## src/rtl/huffman_stream_ctrl.sv

```systemverilog
// ============================================================================
// huffman_stream_ctrl
// ----------------------------------------------------------------------------
// Runs one huffmandecode instance over a JPEG entropy-coded byte stream.
// Incoming bytes are packed into a left-justified bit window, and 0xFF00 byte
// stuffing is removed on the way in. The top 16 bits of the window are
// presented to the decoder. The decoder is restarted for each symbol. Its
// reported code length is shifted out of the window, and the decoded symbol is
// then offered downstream on a valid/ready port.
//
// Parameters
//   TIMEOUT  cycles to wait for dec_finish before flagging a timeout
//   BUF_W    bit-window width (>= 24)
//
// Ports
//   clk, rst        clock; synchronous active-high reset
//   start           1-cycle pulse, begins a segment and latches cfg_nsym
//   cfg_nsym [15:0] symbols per segment, 0 = unlimited
//   in_byte/in_valid/in_last/in_ready   byte stream input (valid/ready)
//   dec_code [15:0] code window to the decoder, MSB = next bit
//   dec_rst_n       decoder restart, low for one cycle per launch
//   dec_data/dec_len/dec_finish         decoder result
//   sym/sym_valid/sym_ready             decoded symbol output (valid/ready)
//   busy            high outside IDLE and ERR
//   done            1-cycle pulse at segment completion
//   err [2:0]       sticky: [0] timeout, [1] bad length, [2] marker in stream
// ============================================================================
module huffman_stream_ctrl #(
  parameter int TIMEOUT = 64,
  parameter int BUF_W   = 32
) (
  input  logic        clk,
  input  logic        rst,
  input  logic        start,
  input  logic [15:0] cfg_nsym,
  input  logic [7:0]  in_byte,
  input  logic        in_valid,
  input  logic        in_last,
  output logic        in_ready,
  output logic [15:0] dec_code,
  output logic        dec_rst_n,
  input  logic [7:0]  dec_data,
  input  logic [7:0]  dec_len,
  input  logic        dec_finish,
  output logic [7:0]  sym,
  output logic        sym_valid,
  input  logic        sym_ready,
  output logic        busy,
  output logic        done,
  output logic [2:0]  err
);

  localparam int CNT_W = $clog2(BUF_W + 1);
  localparam int WD_W  = $clog2(TIMEOUT + 1);

  localparam logic [CNT_W-1:0] CNT_ROOM  = CNT_W'(BUF_W - 8);
  localparam logic [CNT_W-1:0] CNT_CODE  = CNT_W'(16);
  localparam logic [CNT_W-1:0] CNT_BYTE  = CNT_W'(8);
  localparam logic [WD_W-1:0]  WDOG_LAST = WD_W'(TIMEOUT - 1);
  localparam logic [BUF_W-1:0] INS_MASK  = {8'hFF, {(BUF_W-8){1'b0}}};

  typedef enum logic [2:0] {
    S_IDLE,
    S_FILL,
    S_LAUNCH,
    S_WAIT,
    S_EMIT,
    S_DONE,
    S_ERR
  } state_t;

  state_t             r_state;
  state_t             w_state_next;
  logic [BUF_W-1:0]   r_buf;
  logic [CNT_W-1:0]   r_bit_cnt;
  logic [15:0]        r_sym_cnt;
  logic [15:0]        r_nsym;
  logic               r_ff_seen;
  logic               r_last_seen;
  logic [WD_W-1:0]    r_wdog;
  logic [7:0]         r_sym;
  logic               r_sym_valid;
  logic [2:0]         r_err;

  logic               w_busy;
  logic               w_in_ready;
  logic               w_accept;
  logic               w_store;
  logic               w_marker;
  logic               w_len_ok;
  logic               w_consume;
  logic               w_bad_len;
  logic               w_timeout;
  logic               w_handshake;
  logic               w_last_sym;
  logic               w_start_ok;
  logic [BUF_W-1:0]   w_buf_next;
  logic [CNT_W-1:0]   w_cnt_next;

  // --------------------------------------------------------------------------
  // Event decode
  // --------------------------------------------------------------------------
  assign w_busy     = (r_state != S_IDLE) && (r_state != S_ERR);
  assign w_in_ready = w_busy && !r_last_seen && (r_bit_cnt <= CNT_ROOM);
  assign w_accept   = in_valid && w_in_ready;

  // The byte after an 0xFF is never data. 0x00 (stuffing) and 0xFF (fill) are
  // dropped, and anything else is a marker, which ends the scan in error.
  assign w_store  = w_accept && !r_ff_seen;
  assign w_marker = w_accept && r_ff_seen && (in_byte != 8'h00) && (in_byte != 8'hFF);

  // A length longer than the bits actually held means the decoder ran past
  // the end of the segment, so it is treated as a bad length.
  assign w_len_ok = (dec_len != 8'd0) && (dec_len <= 8'd16) &&
                    (32'(dec_len) <= 32'(r_bit_cnt));

  assign w_consume   = (r_state == S_WAIT) && dec_finish && w_len_ok;
  assign w_bad_len   = (r_state == S_WAIT) && dec_finish && !w_len_ok;
  assign w_timeout   = (r_state == S_WAIT) && !dec_finish && (r_wdog == WDOG_LAST);
  assign w_handshake = (r_state == S_EMIT) && r_sym_valid && sym_ready;
  assign w_last_sym  = (r_nsym != 16'd0) && ((r_sym_cnt + 16'd1) == r_nsym);
  assign w_start_ok  = start && ((r_state == S_IDLE) || (r_state == S_ERR));

  // --------------------------------------------------------------------------
  // Bit-window datapath: shift out the consumed code first, then drop a new
  // byte in just below the remaining valid bits. Vacated bits refill with 1s.
  // --------------------------------------------------------------------------
  // NOTE: combinational blocks use blocking '=' so later lines see the value
  // computed above them. Every output also gets a default on entry, which
  // prevents a latch from being inferred on paths that do not assign it.
  always_comb begin
    w_buf_next = r_buf;
    w_cnt_next = r_bit_cnt;
    if (w_consume) begin
      w_buf_next = (r_buf << dec_len) | ~({BUF_W{1'b1}} << dec_len);
      w_cnt_next = r_bit_cnt - CNT_W'(dec_len);
    end
    if (w_store) begin
      w_buf_next = (w_buf_next & ~(INS_MASK >> w_cnt_next)) |
                   ({in_byte, {(BUF_W-8){1'b0}}} >> w_cnt_next);
      w_cnt_next = w_cnt_next + CNT_BYTE;
    end
  end

  // --------------------------------------------------------------------------
  // FSM: state register
  // --------------------------------------------------------------------------
  // NOTE: clocked state uses non-blocking '<=' so every register samples
  // pre-edge values, independent of statement order.
  always_ff @(posedge clk) begin
    if (rst) r_state <= S_IDLE;
    else     r_state <= w_state_next;
  end

  // --------------------------------------------------------------------------
  // FSM: next state
  // --------------------------------------------------------------------------
  always_comb begin
    w_state_next = r_state;
    unique case (r_state)
      S_IDLE:   if (start) w_state_next = S_FILL;
      S_FILL: begin
        if (r_last_seen && (r_bit_cnt == '0))
          w_state_next = S_DONE;
        else if ((r_bit_cnt >= CNT_CODE) || (r_last_seen && (r_bit_cnt != '0)))
          w_state_next = S_LAUNCH;
      end
      S_LAUNCH: w_state_next = S_WAIT;
      S_WAIT: begin
        if (w_bad_len || w_timeout) w_state_next = S_ERR;
        else if (w_consume)         w_state_next = S_EMIT;
      end
      S_EMIT:   if (w_handshake) w_state_next = w_last_sym ? S_DONE : S_FILL;
      S_DONE:   w_state_next = S_IDLE;
      S_ERR:    if (start) w_state_next = S_FILL;
      default:  w_state_next = S_IDLE;
    endcase
    // A marker can arrive in any state that accepts bytes.
    if (w_marker) w_state_next = S_ERR;
  end

  // --------------------------------------------------------------------------
  // FSM: state-decoded outputs
  // --------------------------------------------------------------------------
  always_comb begin
    busy      = w_busy;
    in_ready  = w_in_ready;
    dec_rst_n = (r_state != S_LAUNCH);
    done      = (r_state == S_DONE);
  end

  // --------------------------------------------------------------------------
  // Datapath and status registers
  // --------------------------------------------------------------------------
  always_ff @(posedge clk) begin
    if (rst) begin
      r_buf       <= '1;
      r_bit_cnt   <= '0;
      r_sym_cnt   <= '0;
      r_nsym      <= '0;
      r_ff_seen   <= 1'b0;
      r_last_seen <= 1'b0;
      r_wdog      <= '0;
      r_sym       <= '0;
      r_sym_valid <= 1'b0;
      r_err       <= '0;
    end else begin
      r_buf     <= w_buf_next;
      r_bit_cnt <= w_cnt_next;

      if (w_accept) begin
        if (in_last) r_last_seen <= 1'b1;
        if (r_ff_seen) begin
          if (in_byte == 8'h00) r_ff_seen <= 1'b0;
        end else if (in_byte == 8'hFF) begin
          r_ff_seen <= 1'b1;
        end
      end

      if (r_state == S_LAUNCH)    r_wdog <= '0;
      else if (r_state == S_WAIT) r_wdog <= r_wdog + 1'b1;

      if (w_consume) begin
        r_sym       <= dec_data;
        r_sym_valid <= 1'b1;
      end
      if (w_handshake || w_marker) r_sym_valid <= 1'b0;
      if (w_handshake)             r_sym_cnt   <= r_sym_cnt + 16'd1;

      if (w_timeout) r_err[0] <= 1'b1;
      if (w_bad_len) r_err[1] <= 1'b1;
      if (w_marker)  r_err[2] <= 1'b1;

      // Start is only honoured while no bytes can be accepted, so it never
      // collides with the stream updates above.
      if (w_start_ok) begin
        r_err       <= '0;
        r_sym_cnt   <= '0;
        r_last_seen <= 1'b0;
        r_ff_seen   <= 1'b0;
        r_nsym      <= cfg_nsym;
      end
    end
  end

  assign dec_code  = r_buf[BUF_W-1 -: 16];
  assign sym       = r_sym;
  assign sym_valid = r_sym_valid;
  assign err       = r_err;

endmodule

```

## config.mk

```make
export PLATFORM = sky130hd
export DESIGN_NAME = huffman_stream_ctrl
export DESIGN_NICKNAME = d
export VERILOG_FILES = /design/src/rtl/huffman_stream_ctrl.sv
export SDC_FILE = /design/constraint.sdc
export NUM_CORES = 1
export LEC_CHECK = 0
export ABC_CLOCK_PERIOD_IN_PS = 5090
export CORE_UTILIZATION = 40
export DETAILED_ROUTE_END_ITERATION = 8
export GPL_ROUTABILITY_DRIVEN = 0
export GPL_TIMING_DRIVEN = 0
export HOLD_SLACK_MARGIN = 0.08
export PLACE_DENSITY = 0.64
export RECOVER_POWER = 50
export SLEW_MARGIN = 25
export SYNTH_ARGS = -nofsm -noshare
export SYNTH_HDL_FRONTEND = slang
export SYNTH_SLANG_ARGS = --single-unit
```

## constraint.sdc

```tcl
create_clock -name clk -period 5.09 [get_ports clk]
set_clock_uncertainty 0.05 [all_clocks]
set_input_delay 0.509 -clock clk [delete_from_list [all_inputs] [get_ports clk]]
set_output_delay 0.509 -clock clk [all_outputs]
set_load 0.03 [all_outputs]
```

After elaboration in Yosys (flattened, before gate mapping)
Cells that the tools add are included.
{"block": "totals", "register_bits": 94, "inputBits": 47}
{"block": "classes", "add_sub_neg": 4, "magnitude_cmp": 4, "n_eq_ne": 20, "shifts": 4, "n_mux": 16, "bitwise_logic": 5, "reduce_logical": 45}
{"cell": "$mux W32", "count": 2}
{"cell": "$not A32 Y32", "count": 2}
{"cell": "$or A32 B32 Y32", "count": 2}
{"cell": "$and A32 B32 Y32", "count": 1}
{"cell": "$shl A32 B8 Y32", "count": 1}
{"cell": "$shl A32 B8 Y32 const A", "count": 1}
{"cell": "$shr A32 B6 Y32", "count": 1}
{"cell": "$shr A32 B6 Y32 const A", "count": 1}
{"cell": "$mux W3", "count": 8}
{"cell": "$logic_and A1 B1 Y1", "count": 21}
{"cell": "$add A16 B1 Y16 const B", "count": 1}
{"cell": "$eq A16 B16 Y1", "count": 1}
{"cell": "$reduce_bool A16 Y1", "count": 1}
{"cell": "$reduce_bool A8 Y1", "count": 2}
{"cell": "$pmux W3 S5", "count": 1}
{"cell": "$mux W6", "count": 2}
{"cell": "$reduce_or A2 Y1", "count": 5}
{"cell": "$eq A3 B3 Y1 const B", "count": 3}
{"cell": "$ne A3 B3 Y1 const B", "count": 3}
{"cell": "$eq A8 B8 Y1 const B", "count": 1}
{"cell": "$le A8 B5 Y1 const B", "count": 1}
{"cell": "$le A8 B6 Y1", "count": 1}
{"cell": "$logic_not A8 Y1", "count": 1}
{"cell": "$ne A8 B8 Y1 const B", "count": 1}
{"cell": "23 further kinds", "count": 34}

Logic depth before layout (Yosys ltp)
Gate-level depths: netlist of run 1.
{"block": "logic_depth", "depth_word": 10, "ltp_mapped": 19, "ltp_nobuf": 14}

Worst setup path before layout of run 1
Ideal clock, no wire load.
{"block": "synth_path", "path_kind": "in2reg", "from": "input port dec_len[2]", "to": "register r_bit_cnt[5]", "setup_ns": 0.086, "arrival_ns": 3.816, "required_time_ns": 4.954, "path_slack_ns": 1.139, "path_stages": 18, "path_buffers": 6, "cell_sequence": "buf_4 -> inv_2 -> buf_1 -> clkbuf_1 -> ha_1 -> buf_2 -> nor2_1 -> a21oi_1 -> xnor2_1 -> nor3_1 -> or2_1 -> buf_2 -> buf_2 -> ha_1 -> ha_1 -> inv_1 -> nor2_1 -> a211oi_1"}
{"block": "synth_via", "elab_chain_cells": 7, "elab_cells_between_ends": 10, "classes_between": "add/sub (2); order compare (2); mux (2); reduce/logical (4)"}
{"element": "start: declaration", "line": "43", "rtl": "input logic [7:0] dec_len,"}
{"element": "$le A8 B5 Y1 or $reduce_bool A8 Y1 (tied branches)", "line": "114", "rtl": "assign w_len_ok = (dec_len != 8'd0) && (dec_len <= 8'd16) &&"}
{"element": "$logic_and A1 B1 Y1 (2 in series)", "line": "114"}
{"element": "$logic_and A1 B1 Y1", "line": "117", "rtl": "assign w_consume = (r_state == S_WAIT) && dec_finish && w_len_ok;"}
{"element": "$mux W6 *", "line": "134", "rtl": "if (w_consume) begin"}
{"element": "$add A6 B4 Y6", "line": "141", "rtl": "w_cnt_next = w_cnt_next + CNT_BYTE;"}
{"element": "$mux W6 *", "line": "138", "rtl": "if (w_store) begin"}
{"element": "end signal: assignment", "line": "209", "rtl": "r_bit_cnt <= w_cnt_next;"}
{"element": "end: declaration", "line": "75", "rtl": "logic [CNT_W-1:0] r_bit_cnt;"}
Every way passes the cells marked *; elsewhere a longest branch is shown, timed or not.
A chain may end at the register's enable or synchronous reset.

Worst setup path in the final report of run 1
{"block": "layout_path", "from": "input port dec_len[3]", "to": "register r_buf[10]"}
{"block": "layout_via", "elab_chain_cells": 10, "elab_cells_between_ends": 19, "classes_between": "add/sub (1); order compare (2); shift (4); mux (3); bitwise (5); reduce/logical (4)"}
{"element": "$le A8 B5 Y1 or $reduce_bool A8 Y1 (tied branches)", "line": "114"}
{"element": "$logic_and A1 B1 Y1 (2 in series)", "line": "114"}
{"element": "$logic_and A1 B1 Y1", "line": "117"}
{"element": "$mux W6", "line": "134"}
{"element": "$shr A32 B6 Y32", "line": "139", "rtl": "w_buf_next = (w_buf_next & ~(INS_MASK >> w_cnt_next)) |"}
{"element": "$not A32 Y32", "line": "139"}
{"element": "$and A32 B32 Y32", "line": "139"}
{"element": "$or A32 B32 Y32", "line": "139"}
{"element": "$mux W32 *", "line": "138"}
{"element": "end signal: assignment", "line": "208", "rtl": "r_buf <= w_buf_next;"}
{"element": "end: declaration", "line": "74", "rtl": "logic [BUF_W-1:0] r_buf;"}
Marked as above.

==> results of run 1 <==
-- flip-flops by register name, summed over array words and instances, names as in the netlist --
register and count:
sym_valid 1, r_buf 32, r_ff_seen 1, sym 8
r_sym_cnt 16, r_state 3, r_bit_cnt 6, r_nsym 16
r_wdog 7, r_last_seen 1, err 3
-- layout by cell type, fill, tap and decap left out, types with 24 or more instances in the layout --
cell               n
nor3_1            34
mux4_2            29
mux2i_1           36
dlygate4sd3_1     30
xnor2_1           34
a211oi_1          25
clkbuf_1          37
nor2_1            99
dfxtp_1           94
buf_4             24
a21oi_1           70
nand2_1          118
o21ai_0           62
clkdlybuf4s50_1   46
nand3_1           48
-- power by group through the flow --
| stage | Combinational, uW | Sequential, uW | Clock, uW |
|---|---|---|---|
| finish | 1510 | 951 | 666 |
| global placement | 1480 | 963 | 0 |
| CTS | 1490 | 947 | 677 |
| floorplan | 1060 | 910 | 0 |
| global route | 1620 | 958 | 706 |
| detailed placement | 1480 | 964 | 0 |
-- worst max-delay path: cells and delay by family --
kind | cells | cell delay [ps]
AO/OA/AOI/OAI | 6 | 1710
adder cells (fa/ha/maj) | 1 | 360
buffers and inverters | 7 | 2140
AND/OR/NAND/NOR | 1 | 160
-- layout make-up --
cell class	count	area share [%]
plain buffers	91	5.08
clock buffers	9	2.31
clock inverters	7	0.578
inverters	26	1.00
multi-input cells	850	60.5
flip-flops and latches	94	19.3
well taps	270	3.47
repair buffers	76	7.80
-- per-stage QoR --
step / util, % / hold WS [ps]
floorplan: - / 399
global placement: 46.4 / 394
CTS: 47.8 / 409
finish: 47.9 / 402
global route: 47.9 / 420
detailed placement: 46.4 / 399
-- logic make-up (layout without fill, tap and decap cells) --
group,after synthesis,after routing,share of synthesized area [%]
flops,94,94,22.5
xor+xnor,57,57,5.98
mux,78,78,13.9
fa+ha+maj,19,19,2.94
compound gates,302,302,24.4
simple gates,394,394,23.1
buf+inv,118,209,7.17
-- layer usage --
layer / track usage, % / vias up / wire length, um
met5: 0 / - / 0
met4: 15.3 / 0 / 1780
met3: 6.22 / 137 / 3200
li1: - / 4129 / -
met2: 43.0 / 617 / 12800
met1: 39.0 / 4147 / 12900
-- worst paths after layout --
| kind | start | slack [ps] | depth (start not counted) | end |
|---|---|---|---|---|
| worst min register to register | sym[4]$_SDFFE_PP0N_ | 400 | 2 | sym[4]$_SDFFE_PP0N_ |
| worst max register to register | r_bit_cnt[2]$_SDFF_PP0_ | 1230 | 13 | r_buf[10]$_SDFF_PP1_ |
| worst max-delay path | dec_len[3] | 330 | 15 | r_buf[10]$_SDFF_PP1_ |
| worst min-delay path | sym[4]$_SDFFE_PP0N_ | 400 | 2 | sym[4]$_SDFFE_PP0N_ |
-- repair_timing --
action | 4_1_cts | 5_1_grt
endpoints found under the hold margin | 0 | 0
gates resized for setup | 2 | 7
buffers inserted | 0 | 0
endpoints found under the setup margin | 20 | 33
==> flow_summary.json, run 1 <==
{
  "postRouteWirelength_um": 30600,
  "required_ps": 5230,
  "critPathMaxStageDelay_ps": 640,
  "diodes": 0,
  "grt_pass1_vias": 8474,
  "hp-class": "reg -> reg",
  "synth_edf_count": 0,
  "preCtsSetupSlack_ps": -713,
  "antenna_found_initial": 0,
  "vdd_drop_max_uv": 220,
  "grt.overflow.total": 0,
  "final_design_area_no_fill_mm2": 0.00975,
  "startpoint_type": "primary input",
  "maxSlewHeadroom_pct": 41.0,
  "synth.top_cell.area_share_pct": 22.5,
  "p_switching_uw": 1380,
  "worstPathArrival_ps": 4900,
  "cpMostUsedCell": "buf_4",
  "synth.cell_area_mm2": 0.00835,
  "portBuffers": 76,
  "tritoncts": "done",
  "finalCriticalPeriod_ps": 4760,
  "ys.flop_type": "dfxtp_1",
  "syn_nets": 1128,
  "drive_above_1_share_pct": 12.7,
  "final-max-slew-violation-count": 0,
  "final_antenna_net_count": 0,
  "regArea_mm2": 0.00188,
  "end_kind": "register",
  "coreArea_mm2": 0.0204,
  "cts_root_buf": "clkbuf_16",
  "instances_no_fill": 1423,
  "rows": 52,
  "yosysWarningCount": 0,
  "viasPerCell": 6.35,
  "synth.most_common_cell": "nand2_1",
  "finalPower_uw": 3130,
  "synthCells": 1062,
  "switching_share_pct": 44.0,
  "wl_per_cell_um": 21.5,
  "grtUsageTotal_pct": 28.9,
  "status": "finished clean",
  "clock_latency_ps": 360,
  "fin_nets": 1214,
  "power_density_mw_per_mm2": 321,
  "p_comb_share_pct": 48.4,
  "yosys-top-cells-count": "nand2_1 (118), nor2_1 (100), dfxtp_1 (94)",
  "tns_ps": 0,
  "post-place-cells": 1408,
  "htreeDepth": 3,
  "synth_area_leaders": "dfxtp_1 (23%), mux4_2 (7.8%), nand2_1 (5.3%)",
  "first_pass_iters": 6,
  "clockPowerShare_pct": 21.3,
  "drt_iter0_drc": 1069,
  "cts.path.max_buffers": 2,
  "setup_ws_ps": 326,
  "drcViolationCount": 0,
  "chipWidth_um": 147,
  "multi_input_area_mm2": 0.00589,
  "clk_pin_slew_ps": 70,
  "fmax_mhz": 210,
  "netlist-cell-type-count": 87,
  "die_area_mm2": 0.0215,
  "synth_largest_area_cell": "dfxtp_1",
  "setup_violations": 0,
  "tightest_slew_ps": 881,
  "min_period_over_period_pct": 93.6,
  "hold_viol": 0,
  "avgSynthCellArea_um2": 7.87,
  "initial_core_util_pct": 41.0,
  "path_cells": "clkdlybuf4s50_1 > clkinv_1 > clkbuf_1 > ha_1 > buf_2 > a211oi_1 > a21o_1 > buf_4 > buf_4 > buf_4 > a21oi_1 > a311oi_2 > nand2_1 > a32oi_2 > o2111ai_1",
  "critPathMaxFanout": 10,
  "fillers": 2074,
  "internal_power_uw": 1750,
  "crit_slowest_cell": "clkdlybuf4s50_1",
  "numCtsBuffers": 9,
  "grt_max_degree": 18,
  "seqPwrFrac_pct": 30.4,
  "synth-seq-cells": 94,
  "cts_sinks": 94,
  "grt_pass1_wl_um": 48200,
  "hold_buffers": 0,
  "area_growth_pct": 16.7,
  "rsz0062_at_grt": "no",
  "num_vias": 9030,
  "dpl_cell_area_mm2": 0.00945,
  "p_leak_uw": 0.00350,
  "async_flop_share_pct": 0,
  "die_height_um": 147,
  "ys_seq_area_share_pct": 22.5,
  "hpwl_um": 23900,
  "drv_cap": 0,
  "io-pin-count": 79,
  "timing_worst_setup_path_type": "in -> reg"
}
(Power assumes the default switching activity.)
==> run 2, diff against run 1 <==
Settings changed: SLEW_MARGIN 25 to unset.
==> results of run 2 <==
Final layout, timing and power as in run 1 (identical DEF).
